File: src/rtl/jump_controller.sv
// Player jump arc generator: synchronises the raw jump key and steps a
// rise / apex-hold / fall height profile once per enabled frame tick.
module jump_controller #(
  parameter int MAX_HEIGHT = 40,
  parameter int RISE_STEP  = 4,
  parameter int FALL_STEP  = 2,
  parameter int APEX_HOLD  = 4,
  parameter int BASE_Y     = 88
) (
  input  logic       clk,
  input  logic       resetn,
  input  logic       enable,
  input  logic       frame_tick,
  input  logic       jump_key,
  output logic [5:0] height,
  output logic [6:0] y_top,
  output logic       ground,
  output logic       airborne,
  output logic       jump_start,
  output logic       landed
);

  localparam logic [1:0] S_GROUND = 2'd0;
  localparam logic [1:0] S_RISE   = 2'd1;
  localparam logic [1:0] S_APEX   = 2'd2;
  localparam logic [1:0] S_FALL   = 2'd3;

  localparam int         HW     = $clog2(APEX_HOLD + 1);
  localparam logic [6:0] MAX7   = 7'(MAX_HEIGHT);
  localparam logic [6:0] RISE7  = 7'(RISE_STEP);
  localparam logic [5:0] FALL6  = 6'(FALL_STEP);
  localparam logic [6:0] BASE7  = 7'(BASE_Y);
  localparam logic [5:0] TAKEOFF_H = (RISE_STEP < MAX_HEIGHT) ? 6'(RISE_STEP) : 6'(MAX_HEIGHT);

  logic          sync1_q, sync2_q, prev_q;
  logic          jreq_q, jreq_d;
  logic [1:0]    state_q, state_d;
  logic [5:0]    height_q, height_d;
  logic [HW-1:0] hold_q, hold_d;
  logic [6:0]    y_top_q, y_top_d;
  logic          ground_q, ground_d;
  logic          jstart_q, jstart_d;
  logic          landed_q, landed_d;
  logic          press, qual;
  logic [6:0]    rise_sum;

  // Key is active-low: a press is the synced level falling 1 -> 0.
  assign press    = prev_q & ~sync2_q;
  assign qual     = frame_tick & enable;
  assign rise_sum = {1'b0, height_q} + RISE7;

  always_comb begin
    state_d  = state_q;
    height_d = height_q;
    hold_d   = hold_q;
    jstart_d = 1'b0;
    landed_d = 1'b0;
    if (qual) begin
      case (state_q)
        S_GROUND: begin
          height_d = '0;
          if (jreq_q) begin
            state_d  = S_RISE;
            height_d = TAKEOFF_H;
            jstart_d = 1'b1;
          end
        end
        S_RISE: begin
          height_d = (rise_sum >= MAX7) ? MAX7[5:0] : rise_sum[5:0];
          if (rise_sum >= MAX7) begin
            state_d = S_APEX;
            hold_d  = HW'(APEX_HOLD);
          end
        end
        S_APEX: begin
          if (hold_q == HW'(1)) state_d = S_FALL;
          else                  hold_d  = hold_q - HW'(1);
        end
        default: begin
          height_d = (height_q > FALL6) ? height_q - FALL6 : 6'd0;
          if (height_q <= FALL6) begin
            state_d  = S_GROUND;
            landed_d = 1'b1;
          end
        end
      endcase
    end
  end

  // Requests never buffer across a jump; the takeoff tick consumes them and
  // a press arriving on that same tick is dropped.
  always_comb begin
    jreq_d = jreq_q;
    if (!enable || state_q != S_GROUND) jreq_d = 1'b0;
    else if (qual && jreq_q)            jreq_d = 1'b0;
    else if (press)                     jreq_d = 1'b1;
  end

  assign y_top_d  = BASE7 - {1'b0, height_d};
  assign ground_d = (state_d == S_GROUND);

  always_ff @(posedge clk or negedge resetn) begin
    if (!resetn) begin
      sync1_q  <= 1'b1;
      sync2_q  <= 1'b1;
      prev_q   <= 1'b1;
      jreq_q   <= 1'b0;
      state_q  <= S_GROUND;
      height_q <= '0;
      hold_q   <= '0;
      y_top_q  <= BASE7;
      ground_q <= 1'b1;
      jstart_q <= 1'b0;
      landed_q <= 1'b0;
    end else begin
      sync1_q  <= jump_key;
      sync2_q  <= sync1_q;
      prev_q   <= sync2_q;
      jreq_q   <= jreq_d;
      state_q  <= state_d;
      height_q <= height_d;
      hold_q   <= hold_d;
      y_top_q  <= y_top_d;
      ground_q <= ground_d;
      jstart_q <= jstart_d;
      landed_q <= landed_d;
    end
  end

  assign height     = height_q;
  assign y_top      = y_top_q;
  assign ground     = ground_q;
  assign airborne   = ~ground_q;
  assign jump_start = jstart_q;
  assign landed     = landed_q;

endmodule

File: config.mk
export PLATFORM = sky130hd
export DESIGN_NAME = jump_controller
export DESIGN_NICKNAME = d
export VERILOG_FILES = /design/src/rtl/jump_controller.sv
export SDC_FILE = /design/constraint.sdc
export NUM_CORES = 1
export LEC_CHECK = 0
export ABC_AREA = 1
export BUFFER_PORTS_ARGS = -buffer_cell sky130_fd_sc_hd__buf_2
export CORE_ASPECT_RATIO = 1.4
export CORE_MARGIN = 8
export CORE_UTILIZATION = 40
export DETAILED_ROUTE_END_ITERATION = 8
export SYNTH_ARGS = -nofsm -noshare
export SYNTH_HDL_FRONTEND = slang
export SYNTH_SLANG_ARGS = --single-unit
File: constraint.sdc
create_clock -name clk -period 5.27 [get_ports clk]
set_input_delay 1.054 -clock clk [delete_from_list [all_inputs] [get_ports clk]]
set_output_delay 1.054 -clock clk [all_outputs]
set_load 0.05 [all_outputs]
==> results of run 1 <==
[synthesized netlist by cell type, drive strengths merged]
cell	number
buf	1
o211ai	2
ha	9
and2	1
nand3	16
a211oi	1
a311oi	1
nor2	15
xnor2	1
dfstp	7
a21boi	1
o21ai	7
dfrtp	17
nand4	2
a21oi	8
inv	29
nor3	1
nand2	43
clkbuf	1
o31ai	1
nand3b	2
xor2	1
[metrics by stage]
stage	instances	util [%]	hold WS (ns)	cell area (sq um)	power, mW
after floorplan	167	-	0.345	1360	0.805
after global placement	226	45.2	0.345	1500	0.941
after detailed placement	226	45.2	0.358	1500	0.947
after CTS	230	47.3	0.371	1570	1.11
after global routing	230	47.3	0.373	1570	1.19
final	230	47.3	0.368	1570	1.11
[state kept, by name, summed over array words and instances, names as in the netlist]
signal,flops
sync1_q,1
y_top,7
ground,1
jreq_q,1
landed,1
prev_q,1
hold_q,3
sync2_q,1
state_q,2
height,5
jump_start,1
[power groups by stage]
| stage | Combinational, mW | Clock, mW | Sequential [mW] |
|---|---|---|---|
| 2_1_floorplan | 0.338 | 0 | 0.467 |
| 3_3_place_gp | 0.626 | 0 | 0.315 |
| 3_5_place_dp | 0.630 | 0 | 0.317 |
| 4_1_cts | 0.634 | 0.165 | 0.314 |
| 5_1_grt | 0.697 | 0.172 | 0.325 |
| 6_report | 0.629 | 0.162 | 0.315 |
[cell type report]
class	instances	share of cell area [%]
Clock inverter	1	1.91
Tap cell	40	3.19
Timing Repair Buffer	21	6.70
Multi-Input combinational cell	112	39.8
Sequential cell	24	38.8
Clock buffer	3	2.63
Inverter	29	6.94
[per-layer routing]
layer	vias up	part of all wire (%)	global-route usage, %
li1	573	-	-
met5	-	0	0
met3	8	4.7	3.16
met2	16	54	21.1
met1	531	39	11.5
met4	0	2.2	4.58
[worst min path at each step]
stage	endpoint	slack, ns	depth (start not counted)
global route	sync2_q	0.37	0
detailed placement	sync2_q	0.36	0
global placement	sync2_q	0.35	0
CTS	sync2_q	0.37	0
floorplan	sync2_q	0.35	0
finish	sync2_q	0.37	0
[cells by family after synthesis]
logic type / synth area share [%]
DFF: 44.7
and+or+nand+nor: 26.5
adders and majority gates: 8.26
xor gates and xnor gates: 1.28
buffers and inverters: 9.54
AOI/OAI and AO/OA: 9.73
==> impl_metrics.tcl, run 1 <==
set metrics [dict create \
    path_max_fanout 7 \
    worst_clock_skew_ns 0.00509 \
    fillers 330 \
    drc 0 \
    start_kind "register" \
    p_switching_uw 574 \
    reg2reg_to "y_top[6]" \
    cts.clk_slew.worst_paths_ns 0.09 \
    grt_pass1_vias 1166 \
    status "finished, final reports clean" \
    core_sq_um 3320 \
    cts.sinks 24 \
    setup_tns_ns 0 \
    dpl_worst_slack_ns 2.79 \
    multi_input_area_sq_um 624 \
    slew_viol_final 0 \
    cp.required_ns 5.49 \
    wl_per_cell_um 13.2 \
    htree_num_levels 1 \
    layout_commonest_cell "nand2_1" \
    n_antenna_cell 0 \
    critPathArrivalTime_ns 2.44 \
    synth_top_area_share_pct 31.2 \
    min_period_ns 2.22 \
    finalNetCount 205 \
    worstHoldStart "sync1_q" \
    cts_resized 0 \
    cpPeakStageDelay_ns 0.44 \
    cp_cell_sequence "inv_1, ha_1, inv_1, nand2_1, o21ai_4, nand2_4, nand3_1, nand2_1, ha_1, nand2_1, nand3_1, nand2_1, inv_1" \
    yosys_warnings 0 \
    ys_types 28 \
    finalSetupViolCount 0 \
    layout_setup_ws_ns 3.05 \
    ff_latch_area_sq_um 609 \
    cts_hold_buf 0 \
    die_area_sq_um 5560 \
    r2r-start "height[2]" \
    drtAntennaViolNets 0 \
    rsz0062_at_grt "no" \
    first_pass_iters 4 \
    num_rows 25 \
    ir_drop_mv 0.399 \
    min_path_type "register to register" \
    slew_headroom_pct 65.0 \
    period_share_pct 42.2 \
    numCtsBuffers 3 \
    syn_area_sq_um 1360 \
    r2r_slack_ns 3.05 \
    hold_viol 0 \
    grt_overflow_total 0 \
    sw_frac_of_total_pct 51.9 \
    leakagePower_nw 0.834 \
    powerDensity_nw_per_um2 705 \
    drive_gt1_share_pct 21.6 \
    slowest_stage "dfrtp_1" \
    synthesis.nets 181 \
    grt_pass1_wl_mm 5.13 \
    hpwl_mm 2.36 \
    worst_path_most_repeated_cell "nand2_1" \
    drt_iter0_markers 56 \
    final_cell_mix "nand2_1, inv_1, buf_2" \
    worst_pin_slew_ns 0.524 \
    crit_type "register to register" \
    gp_congestion 0.876 \
    die_h_um 85.1 \
    critPathBufInv 3 \
    cap_violations 0 \
    drt-vias-per-instance 4.90 \
    p_seq_share_pct 28.5 \
    grt_use_total_pct 11.4 \
    startpoint "height[2]" \
    areaGrowthSynthToFinish_pct 15.0 \
    dr_total_vias 1128 \
    power_frac_comb_pct 56.8 \
    syn_area_per_cell_sq_um 8.17 \
    clock_latency_ns 0.27 \
    initial_core_util_pct 41.1 \
    yosys_register_bits 24 \
    yosysTopAreaCell "dfrtp_1" \
    portBuffers 21 \
    boundaryPins 22 \
    p_int_uw 532 \
    endpoint "y_top[6]" \
    antenna_found_initial 0 \
    r2r_cells 13 \
    clockBufferDepth 2 \
    totalWireLength_mm 3.04 \
    crit_family "simple AND/OR/NAND/NOR gates" \
    ys_top_cells_by_area "dfrtp_1, dfstp_2, nand2_1" \
    cts_post_setup_buffers_inserted 0 \
    fmaxAchievable_mhz 450 \
    cts-root-buf "clkbuf_8" \
    postSynthCellCount 167 \
    die_x_um 65.4 \
    ys_seq_area_share_pct 44.7 \
    endpoint_kind "register" \
    cts_tree "done" \
    p_clk_share_pct 14.7 \
    cp.depth 13 \
    grt_max_degree 25 \
]
Power figures use the tool's default switching activity.
==> run 2, diff against run 1 <==
==> constraint.sdc (replaced) <==
create_clock -name clk -period 1.94 [get_ports clk]
set_input_delay 0.388 -clock clk [delete_from_list [all_inputs] [get_ports clk]]
set_output_delay 0.388 -clock clk [all_outputs]
set_load 0.05 [all_outputs]
==> impl_metrics.tcl, run 2 (synthesis gave the netlist of run 1 again) <==
set metrics [dict create \
    grt_max_degree 25 \
    core_sq_um 3320 \
    start_kind "register" \
    min_period_ns 1.86 \
    gp_congestion 0.850 \
    power_mw 3.43 \
    hpwl_mm 2.57 \
    powerDensity_nw_per_um2 1930 \
    num_rows 25 \
    areaGrowthSynthToFinish_pct 30.1 \
    crit_type "register to register" \
    grt_pass1_vias 1197 \
    slew_viol_final 0 \
    drt_iter0_markers 31 \
    leakagePower_nw 0.891 \
    die_area_sq_um 5560 \
    initial_core_util_pct 41.1 \
    cp.required_ns 2.16 \
    fillers 315 \
    drc 0 \
    worst_clock_skew_ns 0.00517 \
    fmaxAchievable_mhz 537 \
    cts-root-buf "clkbuf_8" \
    portBuffers 21 \
    drt-vias-per-instance 5.08 \
    clock_latency_ns 0.27 \
    grt_use_total_pct 12.4 \
    drive_gt1_share_pct 37.5 \
    numCtsBuffers 3 \
    n_antenna_cell 0 \
    finalSetupViolCount 0 \
    drtAntennaViolNets 0 \
    wl_per_cell_um 14.2 \
    path_max_fanout 5 \
    cts_hold_buf 0 \
    slew_headroom_pct 65.0 \
    finalNetCount 215 \
    cts_tree "done" \
    min_path_type "input port to asynchronous set/reset pin" \
    multi_input_area_sq_um 744 \
    grt_overflow_total 0 \
    first_pass_iters 4 \
    endpoint_kind "register" \
    layout_commonest_cell "nand2_1" \
    critPathArrivalTime_ns 2.08 \
    setup_tns_ns 0 \
    fin_util_pct 53.5 \
    ir_drop_mv 0.928 \
    clockBufferDepth 2 \
    ff_latch_area_sq_um 612 \
    period_share_pct 96.0 \
    antenna_found_initial 0 \
    cts.sinks 24 \
    totalWireLength_mm 3.40 \
    die_h_um 85.1 \
    worst_pin_slew_ns 0.524 \
    status "finished, final reports clean" \
    die_x_um 65.4 \
    boundaryPins 22 \
    grt_pass1_wl_mm 5.48 \
    htree_num_levels 1 \
    whs_ns 0.0833 \
    cap_violations 0 \
    hold_viol 0 \
    cts.clk_slew.worst_paths_ns 0.09 \
    dr_total_vias 1218 \
    final_cell_mix "nand2_1, inv_1, buf_2" \
    rsz0062_at_grt "yes" \
    largest_reg_flops 7 \
]
## run 2: cell count changes in the layout (fill, tap and decap cells not counted), sizes merged
cell	previous run	this run
buf	21	31
## run 2: per-stage QoR
step	area (sq um)	std cells	setup WS, ns
after floorplan	1420	167	0.0142
after global placement	1570	228	0.0897
after detailed placement	1570	228	0.0280
after CTS	1650	233	0.00163
after global routing	1770	240	-0.0920
final	1770	240	0.0775
## run 2: cell type report
type	count	share of cell area [%]
repair buffers	31	10.2
flip-flops and latches	24	34.5
multi-input cells	112	42.0
inverters	29	6.56
clock inverters	1	1.69
clock buffers	3	2.33
well taps	40	2.82
## run 2: critical path: stages, from the launching register on
cell     delay, ns
dfrtp_2       0.47
inv_4         0.11
ha_4          0.21
inv_4         0.06
nand2_4       0.05
o21ai_4       0.20
nand2_4       0.12
nand3_4       0.10
nand2_4       0.07
ha_4          0.17
nand2_2       0.06
nand3_1       0.09
nand2_1       0.07
inv_1         0.04
## run 2: worst paths after layout
kind / start / endpoint / slack [ns] / cells after the start
worst max-delay path: height[2] / y_top[6] / 0.08 / 13
worst max register to register: height[2] / y_top[6] / 0.08 / 13
worst min register to register: sync1_q / sync2_q / 0.37 / 0
worst min-delay path: resetn / state_q[0] / 0.08 / 1
min in group clk: jump_key / sync1_q / 0.20 / 1
max in group asynchronous: resetn / height[2] / 1.47 / 1
## run 2: power by group
part / internal (mW) / total, mW / switching [mW]
registers: 0.712 / 0.884 / 0.172
logic: 0.697 / 2.11 / 1.41
clock network: 0.276 / 0.438 / 0.162
## run 2: per-layer routing
layer / global-route usage (%) / wire length (um)
met5: 0 / 0
met4: 6.77 / 109
met3: 2.50 / 176
met2: 23.4 / 1900
met1: 11.9 / 1210
## run 2: timing repair
item,4_1_cts,5_1_grt
setup buffers,1,7
pin swaps,0,10
resized for setup,0,20
endpoints found under the setup margin,1,4
endpoints found under the hold margin,0,0
==> run 3, diff against run 2 <==
--- a/config.mk
+++ b/config.mk
@@ -7,10 +7,14 @@
 export LEC_CHECK = 0
 export ABC_AREA = 1
 export BUFFER_PORTS_ARGS = -buffer_cell sky130_fd_sc_hd__buf_2
+export CELL_PAD_IN_SITES_DETAIL_PLACEMENT = 0
+export CELL_PAD_IN_SITES_GLOBAL_PLACEMENT = 1
 export CORE_ASPECT_RATIO = 1.4
 export CORE_MARGIN = 8
-export CORE_UTILIZATION = 40
+export CORE_UTILIZATION = 37
 export DETAILED_ROUTE_END_ITERATION = 8
+export PLACE_DENSITY_LB_ADDON = 0.1
+export RECOVER_POWER = 25
 export SYNTH_ARGS = -nofsm -noshare
 export SYNTH_HDL_FRONTEND = slang
 export SYNTH_SLANG_ARGS = --single-unit
==> constraint.sdc (replaced) <==
create_clock -name clk -period 1.5 [get_ports clk]
set_input_delay 0.3 -clock clk [delete_from_list [all_inputs] [get_ports clk]]
set_output_delay 0.3 -clock clk [all_outputs]
set_load 0.05 [all_outputs]
==> impl_metrics.tcl, run 3 (synthesis gave the netlist of run 1 again) <==
set metrics [dict create \
    status "complete, but fails checks" \
    failed_checks "setup timing" \
    areaGrowthSynthToFinish_pct 60.8 \
    htree_num_levels 1 \
    antenna_found_initial 0 \
    grt_overflow_total 0 \
    cts_tree "done" \
    wl_per_cell_um 13.7 \
    grt_pass1_vias 1390 \
    initial_core_util_pct 38.1 \
    path_max_fanout 4 \
    largest_reg_flops 7 \
    gp_congestion 0.834 \
    drt-vias-per-instance 4.71 \
    cts-root-buf "clkbuf_8" \
    dp.cells 265 \
    place_area_sq_um 1850 \
    worst_path_most_repeated_cell "nand2_2" \
    clock_latency_ns 0.27 \
    layout_setup_ws_ns -0.344 \
    core_sq_um 3580 \
    num_rows 26 \
    min_period_ns 1.84 \
    period_share_pct 123 \
    grt_use_total_pct 13.6 \
    slew_headroom_pct 14.6 \
    dr_total_vias 1319 \
    crit_family "simple AND/OR/NAND/NOR gates" \
    final_cell_area_sq_um 2190 \
    first_pass_iters 4 \
    cp_cell_sequence "ha_4, inv_2, nand2_2, nand2_2, nand2_2, o21ai_4, nand2_4, buf_6, nand3b_1, nor2_2, a21boi_1, o21ai_1" \
    slowest_stage "dfrtp_2" \
    final_cell_mix "buf_4, nand2_1, inv_1, buf_2" \
    layout_commonest_cell "buf_4" \
    n_antenna_cell 0 \
    die_area_sq_um 5910 \
    fmaxAchievable_mhz 542 \
    whs_ns 0.118 \
    hold_viol 0 \
    dpl_worst_slack_ns -0.356 \
    fin_util_pct 61.3 \
    critPathBufInv 2 \
    endpoint_kind "register" \
    portBuffers 21 \
    boundaryPins 22 \
    rsz0062_at_grt "yes" \
    finalSetupViolCount 19 \
    crit_type "register to register" \
    clockBufferDepth 2 \
    totalWireLength_mm 3.82 \
    ir_drop_mv 1.55 \
    drive_gt1_share_pct 57.6 \
    critPathArrivalTime_ns 2.00 \
    die_x_um 67.3 \
    drtAntennaViolNets 0 \
    cp.required_ns 1.65 \
    worst_clock_skew_ns 0.00858 \
    cts.sinks 24 \
    final_cells 280 \
    cap_violations 0 \
    grt_pass1_wl_mm 6.27 \
    finalNetCount 253 \
    hpwl_mm 2.82 \
    grt_max_degree 25 \
    cts.clk_slew.worst_paths_ns 0.10 \
    min_path_type "input port to register" \
    start_kind "register" \
    drc 0 \
    numCtsBuffers 3 \
    worst_pin_slew_ns 1.28 \
    leakagePower_nw 1.10 \
    cpPeakStageDelay_ns 0.47 \
    powerDensity_nw_per_um2 2420 \
    cts_hold_buf 0 \
    drt_iter0_markers 48 \
    die_h_um 87.8 \
    slew_viol_final 0 \
]
run 3: cell count changes in the layout (fill, tap and decap cells not counted), sizes merged:
cell    previous run  this run
buf               31        68
clkbuf             3         4
run 3: final cells by class:
class	count	area, sq um
clock buffer	3	41.3
clock inverter	1	30.0
fill	329	1390
inverter	29	114
multi-input combinational	112	862
sequential	24	614
tap	42	52.6
timing repair buffer	69	479
run 3: what timing repair did:
item                                    in CTS  in global routing
endpoints found under the setup margin      20                 20
pin swaps                                    9                 19
gates resized for setup                     23                 27
setup buffers                                6                  5
run 3: metal layers:
metal  vias up  global-route usage (%)  share of wire (%)
li1        674                       -                  -
met1       621                    14.3                 37
met2        20                    26.7                 58
met3         4                    2.05                3.1
met4         0                    3.44                1.4
met5         -                       0                  0
run 3: per-stage QoR:
step                total power, mW  setup TNS (ns)
floorplan                      2.98           -3.40
global placement               4.02           -3.20
detailed placement             4.06           -3.89
CTS                            4.97           -3.40
global route                   5.70           -6.61
finish                         5.31           -4.76
run 3: worst paths after layout:
check	from	endpoint	slack, ns	cells past startpoint
max	height[3]	hold_q[2]	-0.34	12
min	jump_key	sync1_q	0.12	1
max reg2reg	height[3]	hold_q[2]	-0.34	12
min reg2reg	sync1_q	sync2_q	0.36	0
max in group asynchronous	resetn	height[4]	0.37	1
min in group asynchronous	resetn	jreq_q	0.28	1
run 3: report_power, final:
group	switching [mW]	leakage [nW]	total (mW)	internal [mW]
Clock	0.222	0.0357	0.578	0.357
Combinational	2.14	0.784	3.60	1.46
Sequential	0.206	0.276	1.13	0.926
